--- src/rtl/dmem_arbiter.sv ---
// dmem_arbiter: round-robin two-port front end for a single-ported,
// big-endian data memory. Rejects illegal accesses and extracts and extends
// the byte or half-word lane of read data on return.
//
// Handshake: a port raises p_req with all of its fields stable and keeps them
// stable until p_gnt is high in the same cycle. p_gnt completes the request,
// whether it was issued or rejected. A rejected request pulses p_err on the
// following cycle. An issued read pulses p_rvalid on the following cycle, with
// p_rdata valid only while p_rvalid is high.
module dmem_arbiter #(
  parameter int MEM_BYTES = 8096
) (
  input  logic        clk,
  input  logic        rst,
  input  logic        p0_req,
  input  logic        p0_wr,
  input  logic [1:0]  p0_wscope,
  input  logic        p0_rsext,
  input  logic [31:0] p0_addr,
  input  logic [31:0] p0_wdata,
  output logic        p0_gnt,
  output logic        p0_err,
  output logic        p0_rvalid,
  output logic [31:0] p0_rdata,
  input  logic        p1_req,
  input  logic        p1_wr,
  input  logic [1:0]  p1_wscope,
  input  logic        p1_rsext,
  input  logic [31:0] p1_addr,
  input  logic [31:0] p1_wdata,
  output logic        p1_gnt,
  output logic        p1_err,
  output logic        p1_rvalid,
  output logic [31:0] p1_rdata,
  output logic        mem_en,
  output logic        mem_wr,
  output logic [1:0]  mem_wscope,
  output logic [31:0] mem_addr,
  output logic [31:0] mem_wdata,
  input  logic [31:0] mem_rdata
);

  localparam logic [1:0] WS_BYTE = 2'b00;
  localparam logic [1:0] WS_HALF = 2'b01;
  localparam logic [1:0] WS_BAD  = 2'b10;
  localparam logic [1:0] WS_WORD = 2'b11;

  // last_gnt: 0 = port 0 was granted most recently, 1 = port 1.
  logic        last_gnt;
  logic        err0_q, err1_q;
  logic        tag_valid, tag_port, tag_rsext;
  logic [1:0]  tag_wscope, tag_off;

  logic        req0, req1, gnt0, gnt1, any_gnt, sel;
  logic        w_wr, w_rsext;
  logic [1:0]  w_wscope;
  logic [31:0] w_addr, w_wdata;
  logic [2:0]  acc_size;
  logic [32:0] end_addr;
  logic        legal, issue, reject;
  logic [31:0] ext_data;
  logic [7:0]  lane_b;
  logic [15:0] lane_h;

  // Reset masks requests, so no grant is ever given while rst is high.
  assign req0    = p0_req & ~rst;
  assign req1    = p1_req & ~rst;
  assign gnt0    = req0 & (~req1 | last_gnt);
  assign gnt1    = req1 & (~req0 | ~last_gnt);
  assign any_gnt = gnt0 | gnt1;
  assign sel     = gnt1;
  assign p0_gnt  = gnt0;
  assign p1_gnt  = gnt1;

  assign w_wr     = sel ? p1_wr     : p0_wr;
  assign w_wscope = sel ? p1_wscope : p0_wscope;
  assign w_rsext  = sel ? p1_rsext  : p0_rsext;
  assign w_addr   = sel ? p1_addr   : p0_addr;
  assign w_wdata  = sel ? p1_wdata  : p0_wdata;

  // Legality of the winning request: scope, alignment and range.
  always_comb begin
    acc_size = 3'd1;
    legal    = 1'b1;
    case (w_wscope)
      WS_BYTE: acc_size = 3'd1;
      WS_HALF: begin
        acc_size = 3'd2;
        if (w_addr[0]) legal = 1'b0;
      end
      WS_WORD: begin
        acc_size = 3'd4;
        if (w_addr[1:0] != 2'b00) legal = 1'b0;
      end
      WS_BAD:  legal = 1'b0;
      default: legal = 1'b0;
    endcase
    // 33-bit sum so addresses near 2^32 cannot wrap back into range.
    end_addr = {1'b0, w_addr} + {30'b0, acc_size};
    if (end_addr > 33'(MEM_BYTES)) legal = 1'b0;
  end

  assign issue  = any_gnt & legal;
  assign reject = any_gnt & ~legal;

  // Memory command: driven only for issued accesses, all zero otherwise.
  always_comb begin
    mem_en     = 1'b0;
    mem_wr     = 1'b0;
    mem_wscope = 2'b00;
    mem_addr   = 32'h0;
    mem_wdata  = 32'h0;
    if (issue) begin
      mem_en     = 1'b1;
      mem_wr     = w_wr;
      mem_wscope = w_wscope;
      mem_addr   = w_addr;
      mem_wdata  = w_wdata;
    end
  end

  // Round-robin pointer, error pulses and the read-return tag.
  always_ff @(posedge clk) begin
    if (rst) begin
      last_gnt   <= 1'b1;
      err0_q     <= 1'b0;
      err1_q     <= 1'b0;
      tag_valid  <= 1'b0;
      tag_port   <= 1'b0;
      tag_wscope <= 2'b00;
      tag_off    <= 2'b00;
      tag_rsext  <= 1'b0;
    end else begin
      if (any_gnt) last_gnt <= sel;
      err0_q    <= reject & ~sel;
      err1_q    <= reject & sel;
      tag_valid <= issue & ~w_wr;
      if (issue & ~w_wr) begin
        tag_port   <= sel;
        tag_wscope <= w_wscope;
        tag_off    <= w_addr[1:0];
        tag_rsext  <= w_rsext;
      end
    end
  end

  // Response outputs are held low during reset, which also drops a read
  // that was granted in the cycle just before reset asserted.
  assign p0_err    = err0_q & ~rst;
  assign p1_err    = err1_q & ~rst;
  assign p0_rvalid = tag_valid & ~tag_port & ~rst;
  assign p1_rvalid = tag_valid & tag_port & ~rst;

  // Big-endian lane select and zero/sign extension of the returned word.
  always_comb begin
    lane_b   = 8'h0;
    lane_h   = 16'h0;
    ext_data = mem_rdata;
    case (tag_off)
      2'd0:    lane_b = mem_rdata[31:24];
      2'd1:    lane_b = mem_rdata[23:16];
      2'd2:    lane_b = mem_rdata[15:8];
      default: lane_b = mem_rdata[7:0];
    endcase
    lane_h = tag_off[1] ? mem_rdata[15:0] : mem_rdata[31:16];
    case (tag_wscope)
      WS_BYTE: ext_data = {{24{tag_rsext & lane_b[7]}}, lane_b};
      WS_HALF: ext_data = {{16{tag_rsext & lane_h[15]}}, lane_h};
      default: ext_data = mem_rdata;
    endcase
  end

  assign p0_rdata = p0_rvalid ? ext_data : 32'h0;
  assign p1_rdata = p1_rvalid ? ext_data : 32'h0;

endmodule

--- config.mk ---
export PLATFORM = sky130hd
export DESIGN_NAME = dmem_arbiter
export DESIGN_NICKNAME = d
export VERILOG_FILES = /design/src/rtl/dmem_arbiter.sv
export SDC_FILE = /design/constraint.sdc
export NUM_CORES = 1
export LEC_CHECK = 0
export ABC_AREA = 1
export CELL_PAD_IN_SITES_DETAIL_PLACEMENT = 1
export CELL_PAD_IN_SITES_GLOBAL_PLACEMENT = 2
export CORE_MARGIN = 10
export CORE_UTILIZATION = 15
export CTS_CLUSTER_DIAMETER = 80
export DETAILED_ROUTE_END_ITERATION = 10
export GPL_TIMING_DRIVEN = 0
export HOLD_SLACK_MARGIN = 0.03
export MAX_ROUTING_LAYER = met4
export PLACE_DENSITY_LB_ADDON = 0.25
export SLEW_MARGIN = 20
export SYNTH_ARGS = -nofsm -noshare
export SYNTH_HDL_FRONTEND = slang
export SYNTH_SLANG_ARGS = --single-unit
export TNS_END_PERCENT = 5
--- constraint.sdc ---
create_clock -name clk -period 4.7 [get_ports clk]
set_clock_uncertainty 0.2 [all_clocks]
set_input_delay 0.47 -clock clk [delete_from_list [all_inputs] [get_ports clk]]
set_output_delay 0.47 -clock clk [all_outputs]
set_load 0.005 [all_outputs]
==> results.toml, run 1 <==
[sta]
hold_viol = 0
fin_crit_sh = 0.9648
worst_pin_slew_ps = 604.6
max_slew_margin = 0.5970
slew_violations = 0
hold-worst-slack_ps = 264.3
setup_slack_ps = 165.6
fmax_mhz = 220.5
period_needed_ps = 4534
grt_setup_unrepaired = "true"
setup_viol = 0

[min_path]
hold_class = "primary input to register"
min_to = "tag_port$_SDFFE_PP0P_"
hold_path_depth = 2
hold_path.startpoint = "rst"

[cells_and_area]
final_cell_count_no_fill = 1589
seqCellArea_um2 = 203.9
multi_input_area_mm2 = 0.003816
syn2layout_area_growth_pct = 93.22
layout.nets = 1382
drive_above_1_share = 0.2276
nFillCells = 3696

[route]
drc = 0
first_pass_iters = 4
vias = 6623
vias_per_cell = 4.168
ant_nets = 0
wl_per_cell_um = 17.66
drt_iter0_drc = 160
routed_wl_um = 28060

[setup_path]
cp_slowest_cell = "clkdlybuf4s50_1"
critPathKind = "primary input to output pin"
cp.arrival_ps = 3860
crit_path_end_kind = "output pin"
r2r-end = "tag_rsext$_SDFFE_PP0P_"
cp_max_fo = 10
critPathLaunchType = "primary input"
r2r_setup_slack_ps = 790
r2r_start = "last_gnt$_SDFFE_PP1P_"
cpPeakStageDelay_ps = 390
reg2reg_depth = 28
crit_required_ps = 4030

[floorplanning]
die_h_um = 191.1
pin_count = 310
die_area_mm2 = 0.03653
die_w_um = 191.1
core_area_mm2 = 0.02878
row_count = 62
start_util = 0.1526

[power]
leakagePower_nw = 3.761
p_per_area_mw_per_mm2 = 88.32
max-vdd-ir-drop_v = 0.00007362

[cts]
cts_buffer_depth = 2
htree_levels = 1
cts_tree = "built"
insertion_delay_ps = 230
path_clk_slew_ps = 40
ctsHoldBuffers = 0
cts_root_buf = "clkbuf_16"
cts_buffers = 3
cts.sinks = 10

[place]
dp_worst_setup_slack_ps = -2076
numPortBuffers = 290
place.gp.congestion = 0.8317
place_hpwl_um = 23870
dp_cells = 1543

[yosys]
yosysWarnings = 0
synth_area_mm2 = 0.004393
avgSynthCellArea_um2 = 5.156
ys.flop_type = "dfxtp_1"
ys_seq_area_frac = 0.04557
synth_edf_count = 0
ys_async_sr_fraction = 0
netlist_instances = 852
synth.distinct_cells = 46
ys_ff_latch = 10

[global_routing]
grt_overflow_total = 0
grt_pass1_vias = 7023
antenna_found_initial = 1
grt_max_degree = 20
grt_util_all_layers = 0.1482
grt_pass1_wl_um = 41690

[outcome]
status = "finished, final reports clean"

[flow_run]
drv_cap = 0
==> worst max path at each step <==
stage,start,end,slack (ps),cells after the start
2_1_floorplan,rst,mem_wdata[0],390,24
3_3_place_gp,p1_req,mem_addr[10],-2100,24
3_5_place_dp,p1_req,mem_addr[10],-2080,24
4_1_cts,last_gnt$_SDFFE_PP1P_,mem_wdata[0],-110,29
5_1_grt,p0_wscope[1],mem_addr[3],-60,25
6_report,p0_wscope[1],mem_addr[3],170,25
==> synthesized netlist by cell type, types with 8 or more instances <==
cell	n	area share
a21oi_1	9	0.010
a21oi_2	33	0.066
buf_4	19	0.032
buf_6	16	0.041
clkbuf_1	19	0.016
dfxtp_1	10	0.046
inv_1	89	0.076
nand2_1	274	0.23
nand2_2	11	0.016
nand3_1	63	0.072
nand3_2	11	0.025
nor2_1	163	0.14
nor2_2	8	0.011
o21ai_0	24	0.027
o221ai_1	8	0.016
o22ai_1	9	0.013
==> metrics by stage <==
step                      setup TNS, ps  power [mW]  area (µm²)  utilization
after floorplan                       0      0.3082        4457            -
after global placement          -106390      0.5390        7840       0.2724
after detailed placement        -107110      0.5427        7840       0.2724
after CTS                        -760.3      0.7336        8284       0.2878
after global routing              -1301      0.8108        8488       0.2949
final                                 0      0.7497        8488       0.2949
==> cells by family after synthesis <==
family                     after synthesis  synth area share
and+or+nand+nor                        559            0.5568
buffers and inverters                  154            0.1772
AOI/OAI and AO/OA                      117            0.1923
DFF                                     10           0.04557
xor gates and xnor gates                 6           0.01196
adders and majority gates                4           0.01310
other                                    1         0.0008536
muxes                                    1          0.002279
==> worst max-delay path: cells and delay by family <==
kind,cells,cell delay (ps)
buf+inv,7,1210
compound gates,2,250
simple gates,15,1650
fa+ha+maj,1,270
==> cell type report <==
class	count	share of cell area
antenna	1	0.0002948
buffer	53	0.05130
clock buffer	3	0.008844
inverter	96	0.04422
multi-input combinational	705	0.4496
sequential	10	0.02403
tap	384	0.05660
timing repair buffer	337	0.3651
==> cell usage in the layout (no fill, tap or decap), types with 15 or more instances in the layout <==
cell type,count
conb_1,18
clkdlybuf4s50_1,238
nand2_2,15
nand3_1,55
inv_1,84
buf_2,51
nand2_1,264
nor2_1,150
clkbuf_1,18
buf_4,59
a21oi_2,30
o21ai_0,23
nor2_4,15
==> registers in the layout, summed over array words and instances (netlist names) <==
| name | count |
|---|---|
| tag_off | 2 |
| tag_port | 1 |
| err1_q | 1 |
| err0_q | 1 |
| tag_wscope | 2 |
| tag_rsext | 1 |
| last_gnt | 1 |
| tag_valid | 1 |
==> routing by layer <==
metal,vias up,GRT usage,share of wire
li1,3367,-,-
met1,3042,0.1766,0.44
met2,204,0.2625,0.49
met3,10,0.02751,0.062
met4,0,0.01382,0.0063
met5,-,-,0
==> timing repair <==
| action | CTS | global route |
|---|---|---|
| buffers inserted | 30 | 15 |
| resized for setup | 287 | 37 |
| pin swaps | 20 | 26 |
| gates cloned | 3 | 0 |
| setup endpoints to repair | 59 | 70 |
==> report_power, final <==
| group | internal [mW] | switching (mW) | total (mW) |
|---|---|---|---|
| logic | 0.255 | 0.260 | 0.515 |
| registers | 0.0870 | 0.00125 | 0.0882 |
| clock network | 0.110 | 0.0367 | 0.147 |
| total | 0.452 | 0.298 | 0.750 |
Power figures use the tool's default switching activity.
==> run 2: changes to the inputs <==
CORE_UTILIZATION = 29   (was 15)
DONT_BUFFER_PORTS = 1   (was not set)
==> results.toml, run 2 (synthesis gave the netlist of run 1 again) <==
[outcome]
status = "finished, final reports clean"

[sta]
finalSetupTns_ps = 0
setup_viol = 0
worst_pin_slew_ps = 767.4
fmax_mhz = 221.5
fin_crit_sh = 0.9607
period_needed_ps = 4515
hold_viol = 0
hold-worst-slack_ps = 224.9
max_slew_margin = 0.4850
slew_violations = 0

[setup_path]
crit_path_end = "mem_wdata[28]"
cpPeakStageDelay_ps = 220
crit_family = "simple AND/OR/NAND/NOR gates"
path_depth = 26
cp_max_fo = 11
crit_required_ps = 4030
critPathLaunchType = "primary input"
critPathKind = "primary input to output pin"
crit_top_cell = "buf_12"
reg2reg_depth = 27
startpoint = "rst"
r2r_start = "last_gnt$_SDFFE_PP1P_"
r2r-end = "tag_off[1]$_SDFFE_PP0P_"
r2r_setup_slack_ps = 740
cp_slowest_cell = "fa_2"
crit_path_end_kind = "output pin"
cp.arrival_ps = 3850
path_buf_inv = 7

[cts]
insertion_delay_ps = 240
ctsHoldBuffers = 0
cts_buffer_depth = 2
htree_levels = 1
cts.sinks = 10
cts_tree = "built"
cts_buffers = 3
cts_root_buf = "clkbuf_16"
path_clk_slew_ps = 40

[route]
wl_per_cell_um = 22.43
routed_wl_um = 24220
first_pass_iters = 5
vias = 5636
vias_per_cell = 5.219
drt_iter0_drc = 245
drc = 0
ant_nets = 0

[global_routing]
grt_pass1_wl_um = 34810
grt_pass1_vias = 5998
grt_util_all_layers = 0.2206
grt_max_degree = 20
grt_overflow_total = 0
antenna_found_initial = 1

[cells_and_area]
insertedDiodeCount = 0
syn2layout_area_growth_pct = 23.41
layout.nets = 1074
mostFrequentLayoutCells = "nand2_1 (269), nor2_1 (138), inv_1 (85), nand3_1 (60), buf_4 (42)"
nFillCells = 2011
final_common_cell = "nand2_1"
drive_above_1_share = 0.2254
seqCellArea_um2 = 201.4
fin_area_mm2 = 0.005421
multi_input_area_mm2 = 0.003846
top_regs = "tag_off x2, tag_wscope x2"

[place]
place.gp.congestion = 0.8783
place_hpwl_um = 20690
postPlaceCellArea_mm2 = 0.004687
numPortBuffers = 0

[floorplanning]
core_area_mm2 = 0.01470
die_w_um = 143.1
pin_count = 310
start_util = 0.2989
die_area_mm2 = 0.02047
die_h_um = 143.1
row_count = 44

[min_path]
hold_path_depth = 3
hold_class = "primary input to register"

[power]
p_per_area_mw_per_mm2 = 107.3
max-vdd-ir-drop_v = 0.00005854
leakagePower_nw = 2.435
total_power_uw = 581.9

[flow_run]
drv_cap = 0
run 2: where the power goes:
group	leakage [nW]	switching, mW	internal [mW]
clock network	0.0370	0.0409	0.110
registers	0.0809	0.000807	0.0872
logic	2.32	0.223	0.120
run 2: through the flow:
stage                 util  setup slack, ps  std cells
floorplan                -            391.7        869
global route        0.3688           -43.55       1080
detailed placement  0.3189           -817.7       1053
finish              0.3688            184.5       1080
global placement    0.3189           -757.0       1053
CTS                 0.3361           -22.33       1063
run 2: layout make-up:
cell class	count	share of cell area
plain buffers	56	0.08424
flip-flops and latches	10	0.03716
repair buffers	26	0.04316
multi-input cells	705	0.7094
clock buffers	3	0.01385
well taps	184	0.04246
inverters	96	0.06970
run 2: worst min-delay path by stage:
stage                           from                    end
6_report                       p1_wr  tag_port$_SDFFE_PP0P_
5_1_grt                        p1_wr  tag_port$_SDFFE_PP0P_
4_1_cts                        p1_wr  tag_port$_SDFFE_PP0P_
3_3_place_gp   tag_port$_SDFFE_PP0P_  tag_port$_SDFFE_PP0P_
3_5_place_dp   tag_port$_SDFFE_PP0P_  tag_port$_SDFFE_PP0P_
2_1_floorplan  tag_port$_SDFFE_PP0P_  tag_port$_SDFFE_PP0P_
run 2: per-layer routing:
layer,up-vias,GRT usage,share of wire
li1,2749,-,-
met1,2632,0.2533,0.40
met2,231,0.3782,0.50
met3,24,0.05605,0.086
met4,0,0.04832,0.018
met5,-,-,0
run 2: repair_timing:
action	CTS	global route
endpoints found under the setup margin	56	50
cloned	0	2
setup buffers	9	15
pin swaps	9	24
gates resized for setup	35	69
run 2: tightest hold or removal path: stages:
cell and delay, ps:
nor2_1 30, nand2_1 60, a21oi_1 50
